==> src/rtl/draw_pkg.sv <==
// Shared constants and FSM state type for the box plotter and its scan counter.
package draw_pkg;

  localparam int unsigned SCR_W_DEF = 160;
  localparam int unsigned SCR_H_DEF = 120;
  localparam int unsigned X_W       = 8;
  localparam int unsigned Y_W       = 7;
  localparam int unsigned C_W       = 3;

  typedef enum logic [1:0] {
    StIdle,
    StDraw,
    StClear,
    StDone
  } state_e;

endpackage

==> src/rtl/xy_scan.sv <==
// Row-major 2-D wrap counter; exposes next-cycle coordinates so the caller can register pixels.
module xy_scan
  import draw_pkg::*;
(
  input  logic           clk_i,
  input  logic           rst_ni,
  input  logic           clr_i,
  input  logic           en_i,
  input  logic [X_W-1:0] w_i,
  input  logic [Y_W-1:0] h_i,
  output logic [X_W-1:0] cx_nxt_o,
  output logic [Y_W-1:0] cy_nxt_o,
  output logic           last_o
);

  logic [X_W-1:0] cx_q, cx_d;
  logic [Y_W-1:0] cy_q, cy_d;
  logic           x_end, y_end;

  assign x_end  = (cx_q == w_i - X_W'(1));
  assign y_end  = (cy_q == h_i - Y_W'(1));
  assign last_o = x_end && y_end;

  always_comb begin
    cx_d = cx_q;
    cy_d = cy_q;
    if (clr_i) begin
      cx_d = '0;
      cy_d = '0;
    end else if (en_i) begin
      cx_d = x_end ? '0 : cx_q + X_W'(1);
      if (x_end) begin
        cy_d = y_end ? '0 : cy_q + Y_W'(1);
      end
    end
  end

  assign cx_nxt_o = cx_d;
  assign cy_nxt_o = cy_d;

  always_ff @(posedge clk_i or negedge rst_ni) begin
    if (!rst_ni) begin
      cx_q <= '0;
      cy_q <= '0;
    end else begin
      cx_q <= cx_d;
      cy_q <= cy_d;
    end
  end

endmodule

==> src/rtl/box_plotter.sv <==
// Draws a clipped BOX_W x BOX_H box or clears the screen, one registered pixel per cycle.
module box_plotter
  import draw_pkg::*;
#(
  parameter int unsigned BOX_W = 4,
  parameter int unsigned BOX_H = 4,
  parameter int unsigned SCR_W = SCR_W_DEF,
  parameter int unsigned SCR_H = SCR_H_DEF
) (
  input  logic           clk,
  input  logic           resetn,
  input  logic           draw_go,
  input  logic           clear_go,
  input  logic [X_W-1:0] x_in,
  input  logic [Y_W-1:0] y_in,
  input  logic [C_W-1:0] colour_in,
  output logic [X_W-1:0] x_out,
  output logic [Y_W-1:0] y_out,
  output logic [C_W-1:0] colour_out,
  output logic           plot,
  output logic           busy,
  output logic           done
);

  localparam logic [X_W-1:0] BoxWLim = X_W'(BOX_W);
  localparam logic [Y_W-1:0] BoxHLim = Y_W'(BOX_H);
  localparam logic [X_W-1:0] ScrWLim = X_W'(SCR_W);
  localparam logic [Y_W-1:0] ScrHLim = Y_W'(SCR_H);

  state_e         state_q, state_d;
  logic [X_W-1:0] org_x_q, org_x_d;
  logic [Y_W-1:0] org_y_q, org_y_d;
  logic [C_W-1:0] col_q, col_d;
  logic [X_W-1:0] x_q, x_d;
  logic [Y_W-1:0] y_q, y_d;
  logic [C_W-1:0] cout_q, cout_d;
  logic           plot_q, plot_d;

  logic           scan_clr, scan_en, scan_last;
  logic [X_W-1:0] w_lim, cx_nxt;
  logic [Y_W-1:0] h_lim, cy_nxt;
  logic [X_W:0]   sum_x;
  logic [Y_W:0]   sum_y;

  xy_scan u_scan (
    .clk_i    (clk),
    .rst_ni   (resetn),
    .clr_i    (scan_clr),
    .en_i     (scan_en),
    .w_i      (w_lim),
    .h_i      (h_lim),
    .cx_nxt_o (cx_nxt),
    .cy_nxt_o (cy_nxt),
    .last_o   (scan_last)
  );

  always_comb begin
    state_d  = state_q;
    org_x_d  = org_x_q;
    org_y_d  = org_y_q;
    col_d    = col_q;
    scan_clr = 1'b0;
    scan_en  = 1'b0;
    w_lim    = BoxWLim;
    h_lim    = BoxHLim;
    unique case (state_q)
      StIdle: begin
        scan_clr = 1'b1;
        if (clear_go) begin
          state_d = StClear;
        end else if (draw_go) begin
          state_d = StDraw;
          org_x_d = x_in;
          org_y_d = y_in;
          col_d   = colour_in;
        end
      end
      StDraw: begin
        scan_en = 1'b1;
        if (scan_last) state_d = StDone;
      end
      StClear: begin
        scan_en = 1'b1;
        w_lim   = ScrWLim;
        h_lim   = ScrHLim;
        if (scan_last) state_d = StDone;
      end
      StDone: begin
        scan_clr = 1'b1;
        state_d  = StIdle;
      end
      default: state_d = StIdle;
    endcase
  end

  // Pixel registers are loaded from next-cycle state/counters so each pixel lines up with its scan cycle.
  assign sum_x = {1'b0, org_x_d} + {1'b0, cx_nxt};
  assign sum_y = {1'b0, org_y_d} + {1'b0, cy_nxt};

  always_comb begin
    x_d    = '0;
    y_d    = '0;
    cout_d = '0;
    plot_d = 1'b0;
    if (state_d == StDraw) begin
      x_d    = sum_x[X_W-1:0];
      y_d    = sum_y[Y_W-1:0];
      cout_d = col_d;
      plot_d = (sum_x < (X_W+1)'(SCR_W)) && (sum_y < (Y_W+1)'(SCR_H));
    end else if (state_d == StClear) begin
      x_d    = cx_nxt;
      y_d    = cy_nxt;
      plot_d = 1'b1;
    end
  end

  always_ff @(posedge clk or negedge resetn) begin
    if (!resetn) begin
      state_q <= StIdle;
      org_x_q <= '0;
      org_y_q <= '0;
      col_q   <= '0;
      x_q     <= '0;
      y_q     <= '0;
      cout_q  <= '0;
      plot_q  <= 1'b0;
    end else begin
      state_q <= state_d;
      org_x_q <= org_x_d;
      org_y_q <= org_y_d;
      col_q   <= col_d;
      x_q     <= x_d;
      y_q     <= y_d;
      cout_q  <= cout_d;
      plot_q  <= plot_d;
    end
  end

  assign x_out      = x_q;
  assign y_out      = y_q;
  assign colour_out = cout_q;
  assign plot       = plot_q;
  assign busy       = (state_q != StIdle);
  assign done       = (state_q == StDone);

endmodule

==> config.mk <==
export PLATFORM = sky130hd
export DESIGN_NAME = box_plotter
export DESIGN_NICKNAME = d
export VERILOG_FILES = /design/src/rtl/draw_pkg.sv /design/src/rtl/xy_scan.sv /design/src/rtl/box_plotter.sv
export SDC_FILE = /design/constraint.sdc
export NUM_CORES = 1
export LEC_CHECK = 0
export ABC_AREA = 1
export ABC_CLOCK_PERIOD_IN_PS = 4050
export BUFFER_PORTS_ARGS = -buffer_cell sky130_fd_sc_hd__buf_2
export CAP_MARGIN = 20
export CORE_MARGIN = 3
export CORE_UTILIZATION = 58
export CTS_CLUSTER_SIZE = 25
export DETAILED_ROUTE_END_ITERATION = 8
export PLACE_DENSITY = 0.8
export SLEW_MARGIN = 15
export SYNTH_ARGS = -nofsm -noshare
export SYNTH_HDL_FRONTEND = slang
export SYNTH_SLANG_ARGS = --single-unit
==> constraint.sdc <==
create_clock -name clk -period 4.05 [get_ports clk]
set_clock_uncertainty 0.1 [all_clocks]
set_input_delay 0.81 -clock clk [delete_from_list [all_inputs] [get_ports clk]]
set_output_delay 0.81 -clock clk [all_outputs]
set_load 0.03 [all_outputs]
# After elaboration in Yosys (flattened, before gate mapping)
# Cells that the tools add are included.
# word_totals
reg_bits,54
latchBits,0
ramBits,0
mem_bits_ro,0
output_inout_bits,21
elab_cells,62
n_memories,0
# classes
n_addsub,6
multipliers,0
n_div,0
order_cmp,2
eq_ne,7
shifts,0
muxes,31
bitwise,0
n_reduce_logical,6
# ops
op,n
2-to-1 mux 8 bit,9
2-to-1 mux 7 bit,10
2-to-1 mux 3 bit,4
adder 8 x 8 -> 9 bit,1
"less-than comparator 9 x 8 -> 1 bit, second input constant",1
adder 7 x 7 -> 8 bit,1
"adder 8 x 1 -> 8 bit, second input constant",1
equality test 8 bit,1
"less-than comparator 8 x 7 -> 1 bit, second input constant",1
"subtractor 8 x 1 -> 8 bit, second input constant",1
"adder 7 x 1 -> 7 bit, second input constant",1
equality test 7 bit,1
"subtractor 7 x 1 -> 7 bit, second input constant",1
"equality test 2 bit, second input constant",3
2-to-1 mux 2 bit,3
case mux 2 bit (3 select lines),1
"equality test 2 x 1 -> 1 bit, second input constant",2
2-to-1 mux 1 bit,4
OR reduction 2 bit,2
logical AND 1 bit,2
zero test 2 bit,1
nonzero test 2 bit,1

# Depth between registers and ports, before layout
# Gate-level depths: netlist of the first run.
# depth
depth_word,12
ltp_mapped,24
depth_no_buf,24

# Modules after synthesis
# From an unflattened synthesis of the first run, not the netlist that was laid out.
# hier_totals
cells_unflattened,511
hier_area_um2,3872.5
# modules_own_cells
module,instances,cells_per_inst,area_per_inst_um2,seq_area_each_um2
box_plotter,1,261,2301.0,975.9
xy_scan,1,250,1571.5,375.4

# Worst setup path after synthesis of the first run
# Ideal clock, no wire load.
# synth_timing
kind,reg2reg
start,register state_q[1]
end,register plot_q (netlist: plot)
setup_time_ps,118
arrival_time_ps,3005
required_time_ps,3832
path_slack_ps,826
path_stages_with_launch,20
n_path_buf,1
cell_sequence,dfrtp_1 inv_1 ha_1 inv_1 nor2_1 nand2_1 buf_1 mux2_2 ha_1 fa_1 nand3_1 nand2_1 nand2_1 nand2_1 nor2_1 nand3_1 nand2_1 inv_1 nand4_1 nand2_1
# synth_via
elab_cells_between_ends,37
classes_between,add/sub (4); order compare (2); eq/ne (7); mux (19); reduce/logical (5)
# synth_rtl
element,line_no,rtl
from (decl),box_plotter.sv:30,"state_e state_q, state_d;"
from (signal assigned),box_plotter.sv:119,state_q <= StIdle;
from (signal assigned),box_plotter.sv:128,state_q <= state_d;
zero test 2 bit,box_plotter.sv:66,unique case (state_q)
2-to-1 mux 7 bit,box_plotter.sv:66,
via org_y_d[0],box_plotter.sv:32,"logic [Y_W-1:0] org_y_q, org_y_d;"
adder 7 x 7 -> 8 bit,box_plotter.sv:98,"assign sum_y = {1'b0, org_y_d} + {1'b0, cy_nxt};"
less-than comparator 8 x 7 -> 1 bit,box_plotter.sv:109,plot_d = (sum_x < (X_W+1)'(SCR_W)) && (sum_y < (Y_W+1)'(SCR_H));
logical AND 1 bit,box_plotter.sv:109,
2-to-1 mux 1 bit,box_plotter.sv:105,if (state_d == StDraw) begin
via plot_d,box_plotter.sv:37,"logic plot_q, plot_d;"
to (signal assigned),box_plotter.sv:135,plot_q <= plot_d;
to (decl),box_plotter.sv:37,
# The timed path passes the listed nets, and every way through them passes these cells.

# Worst setup path in the final report of the first run
# layout_timing
start,register state_q[0]
end,register plot_q (netlist: plot)
# layout_via
elab_cells_between_ends,37
classes_between,add/sub (4); order compare (2); eq/ne (7); mux (19); reduce/logical (5)
# layout_rtl
element,line_no,rtl
equality test 2 bit,box_plotter.sv:66,
2-to-1 mux 8 bit,box_plotter.sv:66,
subtractor 8 x 1 -> 8 bit,xy_scan.sv:20,assign x_end = (cx_q == w_i - X_W'(1));
equality test 8 bit,xy_scan.sv:20,
2-to-1 mux 8 bit,xy_scan.sv:31,cx_d = x_end ? '0 : cx_q + X_W'(1);
2-to-1 mux 8 bit,xy_scan.sv:30,end else if (en_i) begin
2-to-1 mux 8 bit (*),xy_scan.sv:27,if (clr_i) begin
via cx_nxt[0],box_plotter.sv:40,"logic [X_W-1:0] w_lim, cx_nxt;"
adder 8 x 8 -> 9 bit (*),box_plotter.sv:97,"assign sum_x = {1'b0, org_x_d} + {1'b0, cx_nxt};"
less-than comparator 9 x 8 -> 1 bit (*),box_plotter.sv:109,
logical AND 1 bit (*),box_plotter.sv:109,
2-to-1 mux 1 bit (*),box_plotter.sv:105,
via plot_d,box_plotter.sv:37,
# Mark *: on every way through the listed nets, which the timed path passes. The rest lies on a longest branch.

==> results of run 1 <==
==> state kept, by name (all words and copies together) (netlist names) <==
signal,cells
plot,1
y_out,7
x_out,8
org_y_q,7
u_scan.cy_q,7
state_q,2
u_scan.cx_q,8
colour_out,3
col_q,3
org_x_q,8
==> metal layers <==
metal	vias to the layer above	routed length [µm]
li1	1254	-
met1	1154	2910
met3	15	317
met5	-	0
met2	63	2990
met4	0	147
==> worst max-delay path by stage <==
stage / cells past startpoint / startpoint / to / slack, ns
global placement: 16 / clear_go / plot / 0.74
global route: 22 / state_q[0] / plot / 0.22
floorplan: 19 / state_q[1] / plot / 0.83
detailed placement: 22 / state_q[0] / plot / 0.67
finish: 22 / state_q[0] / plot / 0.56
CTS: 22 / state_q[0] / plot / 0.60
==> power groups by stage <==
| stage | Sequential (µW) | Combinational (µW) | Clock (µW) |
|---|---|---|---|
| after CTS | 757 | 1220 | 314 |
| after floorplan | 877 | 834 | 0 |
| after global placement | 761 | 1180 | 0 |
| after global routing | 771 | 1360 | 336 |
| final | 756 | 1210 | 308 |
| after detailed placement | 766 | 1210 | 0 |
==> layout make-up <==
cell class                 instances  area share, %
tap                               70           2.49
clock buffer                       7           2.46
inverter                          53           5.67
sequential                        54           38.5
timing repair buffer              44           6.41
multi-input combinational        254           44.3
clock inverter                     1          0.143
==> cells by family (layout without fill, tap and decap cells) <==
group / Yosys count / count (layout) / share of synthesized area, %
multiplexers: 17 / 17 / 5.98
buffers and inverters: 57 / 105 / 7.30
AND/OR/NAND/NOR: 173 / 173 / 24.3
AO/OA/AOI/OAI: 29 / 29 / 6.30
flip-flops: 54 / 54 / 43.1
adder cells (fa/ha/maj): 23 / 23 / 9.65
XOR/XNOR: 12 / 12 / 3.35
==> stage by stage <==
stage               cells  area, µm²
floorplan             365       3140
global placement      475       3420
detailed placement    475       3420
CTS                   483       3510
global route          483       3510
finish                483       3510
==> cells in the final DEF, fill, tap and decap left out, types with 6 or more instances in the layout <==
master / instances
sky130_fd_sc_hd__ha_1: 21
sky130_fd_sc_hd__nand4_1: 6
sky130_fd_sc_hd__mux2_2: 14
sky130_fd_sc_hd__o21ai_2: 7
sky130_fd_sc_hd__buf_2: 42
sky130_fd_sc_hd__inv_1: 53
sky130_fd_sc_hd__clkbuf_8: 6
sky130_fd_sc_hd__a21oi_1: 8
sky130_fd_sc_hd__nor2_1: 35
sky130_fd_sc_hd__xor2_1: 9
sky130_fd_sc_hd__nand2_1: 96
sky130_fd_sc_hd__dfrtp_1: 54
sky130_fd_sc_hd__o21ai_0: 7
sky130_fd_sc_hd__nand3_1: 22
==> critical path, stage by stage, from the launching register on <==
cell and delay (ns):
sky130_fd_sc_hd__dfrtp_1 0.39, sky130_fd_sc_hd__inv_1 0.16, sky130_fd_sc_hd__ha_1 0.36, sky130_fd_sc_hd__o21ai_1 0.13, sky130_fd_sc_hd__nand2_1 0.12, sky130_fd_sc_hd__nor2_4 0.08
sky130_fd_sc_hd__inv_1 0.15, sky130_fd_sc_hd__nand2_1 0.18, sky130_fd_sc_hd__nor2_1 0.22, sky130_fd_sc_hd__ha_1 0.28, sky130_fd_sc_hd__inv_1 0.07, sky130_fd_sc_hd__fa_1 0.40
sky130_fd_sc_hd__inv_1 0.11, sky130_fd_sc_hd__nand2_1 0.08, sky130_fd_sc_hd__nand3_1 0.07, sky130_fd_sc_hd__nand2_1 0.07, sky130_fd_sc_hd__nand2_1 0.10, sky130_fd_sc_hd__nand2_1 0.06
sky130_fd_sc_hd__nand2_1 0.06, sky130_fd_sc_hd__nand2_1 0.04, sky130_fd_sc_hd__inv_1 0.05, sky130_fd_sc_hd__nand4_1 0.07, sky130_fd_sc_hd__nand2_1 0.08
==> insert_results.sql, run 1 <==
INSERT INTO impl_metrics (metric_group, metric, value, unit) VALUES
('cts', 'insertion_delay', '0.31', 'ns'),
('cts', 'cts_max_level', '2', ''),
('power', 'share_seq_of_total_power', '33.2', '%'),
('finish', 'seq_area', '1350', 'µm²'),
('synth', 'post_synthesis_net_count', '410', ''),
('placed_design', 'place_worst_setup_slack', '0.670', 'ns'),
('grt', 'globalRoute.totalOverflow', '0', ''),
('die', 'pin_count', '43', ''),
('setup_path', 'worstPathMaxFanout', '7', ''),
('power', 'int_pwr', '1250', 'µW'),
('grt', 'grt_use_met1', '29.8', '%'),
('timing', 'tightestPinTransition', '0.533', 'ns'),
('setup_path', 'cp-start-kind', 'flop', ''),
('setup_path', 'cp-end-kind', 'flop', ''),
('detailed_routing', 'final_antenna_net_count', '0', ''),
('synth', 'yosys.cell_count.top_type', 'sky130_fd_sc_hd__nand2_1', ''),
('run', 'maxCapViolations', '0', ''),
('power', 'total_power', '2280', 'µW'),
('timing', 'slew-limit-headroom', '64.5', '%'),
('cts', 'number_of_buffers_on_the_longest_clock_path', '2', ''),
('timing', 'hold_viol', '0', ''),
('finish', 'n_antenna_cell', '0', ''),
('cts', 'cts_hold_repair.buffers', '0', ''),
('timing', 'setup-tns-final', '0', 'ns'),
('setup_path', 'critPathRequiredTime', '4.19', 'ns'),
('detailed_routing', 'initialDrtViolationCount', '168', ''),
('timing', 'hold_slack', '0.368', 'ns'),
('placed_design', 'port-buffer-count', '42', ''),
('setup_path', 'worstRegToRegCells', '22', ''),
('grt', 'globalRouteTotalUtil', '22.1', '%'),
('finish', 'flow.area_growth_from_synthesis', '11.9', '%'),
('synth', 'synthTopCellsByArea', 'sky130_fd_sc_hd__dfrtp_1 (43%), sky130_fd_sc_hd__nand2_1 (11%), sky130_fd_sc_hd__ha_1 (8.4%)', ''),
('synth', 'ys_seq_elements', '54', ''),
('cts', 'cts_setup_buffers', '0', ''),
('power', 'combinational_share_of_power', '53.3', '%'),
('finish', 'post_route_cells_drive_above_1_share', '20.3', '%'),
('power', 'power.density', '649', 'nW/µm²'),
('timing', 'setup_violations', '0', ''),
('detailed_routing', 'routed_via_density', '5.15', ''),
('cts', 'post_cts_resize_count', '0', ''),
('placed_design', 'gp_congestion', '0.882', ''),
('cts', 'clk_pin_slew_worst_paths', '0.10', 'ns'),
('grt', 'gr-max-usage-layer', 'met2', ''),
('grt', 'grt_pass1_vias', '2421', ''),
('run_status', 'status', 'finished clean', ''),
('timing', 'fin_ws', '0.562', 'ns'),
('die', 'num_rows', '26', ''),
('setup_path', 'ff2ff_setup_slack', '0.56', 'ns'),
('grt', 'grt_start_max_net_pins', '32', ''),
('detailed_routing', 'drc', '0', ''),
('die', 'fp.dieArea', '6330', 'µm²'),
('power', 'peakVddDrop', '0.444', 'mV'),
('timing', 'fmax', '287', 'MHz'),
('synth', 'synth_async_sr_flop_share', '100', '%'),
('finish', 'final_core_util', '67.9', '%'),
('detailed_routing', 'total_wirelength_of_the_detailed_routed_design', '6370', 'µm'),
('synth', 'syn-instance-count', '365', ''),
('timing', 'timing.final.crit_period', '3.49', 'ns'),
('synth', 'number_of_synthesis_warnings', '0', ''),
('detailed_routing', 'first_pass_iters', '4', ''),
('grt', 'grt_pass1_wl', '10900', 'µm'),
('cts', 'cts_inserted_buffers', '5', ''),
('setup_path', 'timing.rr.end', 'plot', ''),
('synth', 'synthTopCellsByCount', 'sky130_fd_sc_hd__nand2_1 (96), sky130_fd_sc_hd__dfrtp_1 (54), sky130_fd_sc_hd__inv_1 (53), sky130_fd_sc_hd__nor2_1 (35), sky130_fd_sc_hd__nand3_1 (22)', ''),
('die', 'floorplan.die.width', '79.5', 'µm'),
('power', 'p_clk_share', '13.5', '%'),
('finish', 'footprint_of_the_multi_input_gates', '1560', 'µm²'),
('synth', 'number_of_flops_mapped_to_enable_cells_by_yosys', '0', ''),
('grt', 'grt_use_met3', '3.05', '%'),
('detailed_routing', 'num_vias', '2486', ''),
('placed_design', 'hpwlAfterDp', '4770', 'µm');
(Power assumes the default switching activity.)
==> inputs of run 2 (changes only) <==
CORE_ASPECT_RATIO = 1.1   (was not set)
CORE_MARGIN = not set   (was 3)
CORE_UTILIZATION = 50   (was 58)
PLACE_DENSITY = 0.71   (was 0.8)
==> insert_results.sql, run 2 (synthesis results as in run 1) <==
INSERT INTO impl_metrics (metric_group, metric, value, unit) VALUES
('run_status', 'status', 'finished clean', ''),
('cts', 'cts_max_level', '2', ''),
('cts', 'cts_root_buf', 'sky130_fd_sc_hd__clkbuf_8', ''),
('timing', 'fmax', '293', 'MHz'),
('detailed_routing', 'total_wirelength_of_the_detailed_routed_design', '6610', 'µm'),
('timing', 'finalMaxSlewViolations', '0', ''),
('run', 'maxCapViolations', '0', ''),
('setup_path', 'timing.rr.end', 'plot', ''),
('timing', 'timing.final.crit_period', '3.41', 'ns'),
('setup_path', 'cp-end-kind', 'flop', ''),
('detailed_routing', 'routed_via_density', '4.99', ''),
('timing', 'setup-tns-final', '0', 'ns'),
('setup_path', 'timing.critical_path.arrival', '3.51', 'ns'),
('finish', 'layout_commonest_cell', 'sky130_fd_sc_hd__nand2_1', ''),
('die', 'num_rows', '29', ''),
('setup_path', 'cp-start-kind', 'flop', ''),
('die', 'chipHeight', '85.1', 'µm'),
('setup_path', 'worstRegToRegCells', '23', ''),
('grt', 'globalRoute.totalOverflow', '0', ''),
('cts', 'clock_sinks', '54', ''),
('finish', 'post_route_cells_drive_above_1_share', '20.1', '%'),
('setup_path', 'critPathRequiredTime', '4.15', 'ns'),
('grt', 'grt_pass1_vias', '2411', ''),
('power', 'peakVddDrop', '0.298', 'mV'),
('setup_path', 'r2r_path_start', 'state_q[0]', ''),
('setup_path', 'timing.critical_path.slowest_cell_delay', '0.45', 'ns'),
('power', 'power.density', '658', 'nW/µm²'),
('finish', 'layout.cells.most_common_list', 'sky130_fd_sc_hd__nand2_1 (96), sky130_fd_sc_hd__dfrtp_1 (54), sky130_fd_sc_hd__inv_1 (53)', ''),
('timing', 'hold_viol', '0', ''),
('die', 'floorplan.die.width', '77.5', 'µm'),
('timing', 'fin_crit_sh', '84.2', '%'),
('detailed_routing', 'num_vias', '2443', ''),
('detailed_routing', 'drc', '0', ''),
('power', 'total_leakage_power', '0.00195', 'µW'),
('timing', 'hold_slack', '0.405', 'ns'),
('grt', 'antenna_found_initial', '0', ''),
('finish', 'flow.area_growth_from_synthesis', '12.7', '%'),
('cts', 'cts_setup_buffers', '0', ''),
('detailed_routing', 'drt-wirelength-per-cell', '13.5', 'µm'),
('setup_path', 'cp_common_cell', 'sky130_fd_sc_hd__nand2_1', ''),
('placed_design', 'port-buffer-count', '42', ''),
('detailed_routing', 'initialDrtViolationCount', '109', ''),
('hold_path', 'min_path_type', 'reg2reg', ''),
('cts', 'clk_pin_slew_worst_paths', '0.10', 'ns'),
('finish', 'layout.nets', '457', ''),
('cts', 'post_cts_resize_count', '0', ''),
('timing', 'slew-limit-headroom', '53.9', '%'),
('cts', 'insertion_delay', '0.30', 'ns'),
('setup_path', 'critical_path.cell_chain', 'inv_1, ha_1, nand2_1, inv_1, nand2_1, nand2_1, inv_1, nor2_1, nand2_4, nand2_1, a21oi_1, ha_1, fa_1, nand3_1, nand2_1, nand2_1, nand2_1, nor2_1, nand3_1, nand2_1, inv_1, nand4_1, nand2_1', ''),
('placed_design', 'gp_congestion', '0.894', ''),
('grt', 'globalRouteTotalUtil', '22.0', '%'),
('placed_design', 'hpwlAfterDp', '5080', 'µm'),
('cts', 'cts_tree', 'built', ''),
('cts', 'number_of_buffers_on_the_longest_clock_path', '2', ''),
('grt', 'grt_start_max_net_pins', '33', ''),
('setup_path', 'critPathKind', 'reg2reg', ''),
('die', 'pin_count', '43', ''),
('setup_path', 'ff2ff_setup_slack', '0.64', 'ns'),
('detailed_routing', 'final_antenna_net_count', '0', ''),
('timing', 'rsz0062_at_grt', 'false', ''),
('setup_path', 'critical-path-slowest-cell', 'sky130_fd_sc_hd__fa_1', ''),
('die', 'initial_cell_density_of_the_core', '53.0', '%'),
('cts', 'cts_hold_repair.buffers', '0', ''),
('finish', 'n_antenna_cell', '0', ''),
('setup_path', 'cp-startpoint', 'state_q[0]', ''),
('die', 'fp.coreArea', '5910', 'µm²'),
('setup_path', 'endpoint', 'plot', ''),
('cts', 'cts_inserted_buffers', '5', ''),
('die', 'fp.dieArea', '6590', 'µm²'),
('setup_path', 'worstPathMaxFanout', '7', ''),
('timing', 'tightestPinTransition', '0.691', 'ns'),
('timing', 'setup_violations', '0', ''),
('grt', 'grt_pass1_wl', '11200', 'µm'),
('detailed_routing', 'first_pass_iters', '5', '');
[run 2: worst min-delay path by stage]
stage                         from              to  slack [ns]  cells past startpoint
floorplan           u_scan.cx_q[0]  u_scan.cx_q[0]        0.36                      1
global placement        org_x_q[3]      org_x_q[3]        0.38                      1
detailed placement      org_x_q[2]      org_x_q[2]        0.39                      1
CTS                     org_x_q[0]      org_x_q[0]        0.41                      1
global route        u_scan.cx_q[0]  u_scan.cx_q[0]        0.42                      1
finish                  org_x_q[0]      org_x_q[0]        0.40                      1
[run 2: layout make-up]
class / instances / area (µm²)
Tap cell: 77 / 96.3
Sequential cell: 54 / 1350
Inverter: 53 / 199
Fill cell: 538 / 2380
Multi-Input combinational cell: 254 / 1560
Clock buffer: 7 / 76.3
Timing Repair Buffer: 44 / 225
Clock inverter: 1 / 30.0
[run 2: layer usage]
layer,up-vias,global-route usage (%),part of all wire [%]
li1,1253,-,-
met1,1142,30.1,48
met2,42,36.4,48
met3,6,3.23,3.2
met4,0,6.17,0.91
met5,-,0,0
[run 2: through the flow]
stage / utilization [%] / instance area [µm²] / instances / worst slack (ns) / power, µW
floorplan: - / 3140 / 365 / 0.826 / 1710
global placement: 58.0 / 3430 / 482 / 0.551 / 1960
detailed placement: 58.0 / 3430 / 482 / 0.503 / 1990
CTS: 59.8 / 3530 / 490 / 0.628 / 2340
global route: 59.8 / 3530 / 490 / 0.325 / 2500
finish: 59.8 / 3530 / 490 / 0.639 / 2330
[run 2: where the power goes]
part / internal, µW / switching [µW] / total (µW)
Clock: 185 / 165 / 350
Sequential: 705 / 50.2 / 755
Combinational: 404 / 816 / 1220
[run 2: critical path: cells and delay by family, from the launching register on]
kind / cells / cell delay [ns]
AND/OR/NAND/NOR: 15 / 1.39
flip-flops: 1 / 0.39
AO/OA/AOI/OAI: 1 / 0.12
buffers and inverters: 4 / 0.28
adder cells (fa/ha/maj): 3 / 1.01
